$ cat config.mk
export PLATFORM = sky130hd
export DESIGN_NAME = dff_link_4_8bits
export DESIGN_NICKNAME = d
export VERILOG_FILES = /design/src/rtl/dff_link_pkg.sv /design/src/rtl/dff_stage_8bits.sv /design/src/rtl/dff_link_4_8bits.sv
export SDC_FILE = /design/constraint.sdc
export NUM_CORES = 1
export LEC_CHECK = 0
export CAP_MARGIN = 20
export CELL_PAD_IN_SITES_DETAIL_PLACEMENT = 2
export CELL_PAD_IN_SITES_GLOBAL_PLACEMENT = 2
export CORE_ASPECT_RATIO = 0.75
export CORE_MARGIN = 2
export CORE_UTILIZATION = 34
export DETAILED_ROUTE_END_ITERATION = 6
export PLACE_DENSITY_LB_ADDON = 0.1
export SLEW_MARGIN = 10
export SYNTH_ARGS = -nofsm -noshare
export SYNTH_HDL_FRONTEND = slang
export SYNTH_SLANG_ARGS = --single-unit
$ cat constraint.sdc
create_clock -name CLK -period 1.68 [get_ports CLK]
set_clock_uncertainty 0.1 [all_clocks]
set_input_delay 0.252 -clock CLK [delete_from_list [all_inputs] [get_ports CLK]]
set_output_delay 0.252 -clock CLK [all_outputs]
set_load 0.01 [all_outputs]
$ cat src/rtl/dff_link_pkg.sv
// Shared definitions for the dff_link delay line.
// Holds default geometry and the word type used by the default chain.
package dff_link_pkg;

   localparam int DFF_LINK_WIDTH = 8;
   localparam int DFF_LINK_DEPTH = 4;

   typedef logic [DFF_LINK_WIDTH-1:0] dff_word_t;

endpackage : dff_link_pkg

$ cat src/rtl/dff_stage_8bits.sv
// One register stage of the delay line with synchronous active-low clear.
// Ports: CLK clock, RST sync active-low clear, d stage input, q stage output.
module dff_stage_8bits
   import dff_link_pkg::*;
#(
   parameter int WIDTH = DFF_LINK_WIDTH
) (
   input  logic             CLK,
   input  logic             RST,
   input  logic [WIDTH-1:0] d,
   output logic [WIDTH-1:0] q
);

   logic [WIDTH-1:0] data_d;
   logic [WIDTH-1:0] data_q;

   always_comb begin
      data_d = d;
   end

   always_ff @(posedge CLK) begin
      if (!RST) begin
         data_q <= '0;
      end else begin
         data_q <= data_d;
      end
   end

   assign q = data_q;

endmodule : dff_stage_8bits

$ cat src/rtl/dff_link_4_8bits.sv
// Fixed-latency delay line: DEPTH chained WIDTH-bit register stages.
// Ports: CLK, RST (sync active-low), input_data in, output_data = last stage.
module dff_link_4_8bits
   import dff_link_pkg::*;
#(
   parameter int WIDTH = DFF_LINK_WIDTH,
   parameter int DEPTH = DFF_LINK_DEPTH
) (
   input  logic             CLK,
   input  logic             RST,
   input  logic [WIDTH-1:0] input_data,
   output logic [WIDTH-1:0] output_data
);

   // A zero-length chain would silently become a wire; refuse it.
   if (DEPTH < 1) begin : g_bad_depth
      $error("dff_link_4_8bits: DEPTH must be at least 1");
   end

   // tap[0] is the input; tap[i+1] is the output of stage i.
   logic [WIDTH-1:0] tap [DEPTH+1];

   assign tap[0] = input_data;

   for (genvar i = 0; i < DEPTH; i++) begin : g_stage
      dff_stage_8bits #(
         .WIDTH (WIDTH)
      ) u_stage (
         .CLK (CLK),
         .RST (RST),
         .d   (tap[i]),
         .q   (tap[i+1])
      );
   end

   assign output_data = tap[DEPTH];

endmodule : dff_link_4_8bits

==> results.cfg, run 1 <==
[run_status]
outcome = complete, no violations

[timing]
rsz0062_at_grt = false
slew_viol_final = 0
relSlewSlack = 0.857
clock.fmax_mhz = 659
min_period_over_period = 0.903
hold_viol = 0
fin_crit_ns = 1.52
tns_ns = 0
tightest_slew_ns = 0.215
fin_ws_ns = 0.162
final-setup-viol-count = 0

[cells_and_area]
drive_gt1_frac = 0.438
nets = 99
antennaDiodeCount = 0
syn2layout_area_growth_pct = 28.4
largest_reg_flops = 32

[clock_network]
ctsLongestPathBuffers = 2
postCtsHoldBufs = 0
clkTransAtPathRegs_ns = 0.09
clkSinkCount = 32
htree_levels = 2
clk_latency_ns = 0.31
ctsResizeCount = 0
cts_made_buffers = 5
root_buffer = clkbuf_4
cts_tree = yes
postCtsSetupRepairBufs = 0

[global_routing]
grt_max_degree = 33
gr-total-overflow = 0
grtUsageTotal = 0.0961
grt_pass1_wl_mm = 2.06
grt_pass1_vias = 481
grt_antenna_before_repair = 0

[synthesis]
synth_top_cell_area_share = 0.715
syn_avg_cell_area_um2 = 13.4
yosysSeqAreaShare = 0.715
synth-seq-cells = 32
synth_cell_types = 3
yosys-top-cells-count = 32 x and2_2, 32 x dfxtp_1, 3 x clkbuf_2
syn-cell-area_um2 = 896
synth_top_area_cell = dfxtp_1
syn_nets = 77
ys.flop_type = dfxtp_1
yosysWarnings = 0
synth_edf_count = 0
synthTopCellsByArea = dfxtp_1 72%, and2_2 27%, clkbuf_2 1.7%
syn_inst = 67
synthArstFlopShare = 0

[place]
hpwlAfterDp_um = 774
routabilityCongestion = 0.589
place_ws_ns = 0.349
portBuffers = 17

[setup_path]
slowest_stage = clkdlybuf4s50_1
critPathCaptureType = primary output
path_buf_inv = 1
r2r-end = g_stage[3].u_stage.q[5]
crit_family = buffers and inverters
cp.required_ns = 1.33
r2r-start = g_stage[2].u_stage.q[5]
critPathKind = reg -> out
reg2regPathDepth = 1
rrSetupSlack_ns = 1.00
cp_max_fo = 1
worst_setup_path_start_kind = register
path_cells = clkdlybuf4s50_1
path_depth = 1
worstPathArrival_ns = 1.17
cpPeakStageDelay_ns = 0.53

[min_path]
hp-start = g_stage[1].u_stage.q[5]
holdPathStages = 1
holdCritPathClass = reg -> reg
hold_end = g_stage[2].u_stage.q[5]

[detailed_routing]
drc = 0
vias = 484
drt_wl_total_mm = 1.16
antenna_left = 0
vias_per_cell = 3.87
wire_per_inst_um = 9.27
firstDrtPassIters = 2
drt-initial-drc-count = 17

[power_and_ir_drop]
p_leak_nw = 0.473
cellPowerDensity_nw_per_um2 = 1060
vdd_drop_max_v = 0.000446

[die]
die_h_um = 48.5
die_w_um = 63.3
initial_core_util = 0.350
die_area_um2 = 3070
io_pins = 18
rows = 16
core_um2 = 2560

[job]
cap_violations = 0
==> layer usage <==
metal  up-vias  global-route usage  routed length, um
met1       225              0.0878                466
met4         0              0.0870                 40
li1        242                   -                  -
met2        13               0.147                558
met3         4              0.0605                 93
met5         -                   0                  0
==> per-stage QoR <==
step	hold WS, ns	std cells	power (mW)	cell area (um2)	util
floorplan	0.288	67	0.834	896	-
CTS	0.356	125	1.25	1150	0.449
detailed placement	0.334	118	0.868	1100	0.431
finish	0.351	125	1.22	1150	0.449
global route	0.357	125	1.31	1150	0.449
global placement	0.329	118	0.865	1100	0.431
==> report_power, final <==
group / total (mW) / switching (mW) / internal (mW)
logic: 0.0592 / 0.0171 / 0.0422
clock network: 0.375 / 0.222 / 0.154
registers: 0.789 / 0.00484 / 0.784
==> how the worst max path moves through the flow <==
stage	start	slack, ns	to
floorplan	RST	0.93	g_stage[1].u_stage.q[0]
global placement	RST	0.38	g_stage[1].u_stage.q[0]
detailed placement	RST	0.35	g_stage[3].u_stage.q[5]
CTS	g_stage[3].u_stage.q[5]	0.12	output_data[5]
global route	g_stage[3].u_stage.q[5]	0.09	output_data[5]
finish	g_stage[3].u_stage.q[5]	0.16	output_data[5]
==> layout by cell type (no fill, tap or decap), drive strengths merged <==
| cell | n |
|---|---|
| dfxtp | 32 |
| clkinv | 1 |
| clkbuf | 6 |
| clkdlybuf4s50 | 17 |
| buf | 1 |
| and2 | 32 |
==> logic make-up (layout without fill, tap and decap cells) <==
family | count (synthesis) | in the layout | share of synthesized area
buf+inv | 3 | 25 | 0.0168
simple gates | 32 | 32 | 0.268
flops | 32 | 32 | 0.715
==> layout make-up <==
cell class                 count  area [um2]
sequential                    32         641
clock buffer                   6        41.3
timing repair buffer          18         178
tap                           36        45.0
clock inverter                 1        5.00
multi-input combinational     32         240
fill                         283        1410
(Power assumes the default switching activity.)
==> inputs of run 2 (changes only) <==
Settings changed: SLEW_MARGIN 10 to 0.
==> results of run 2 <==
Same layout as run 1: the final DEF is identical, and so are final timing and power.
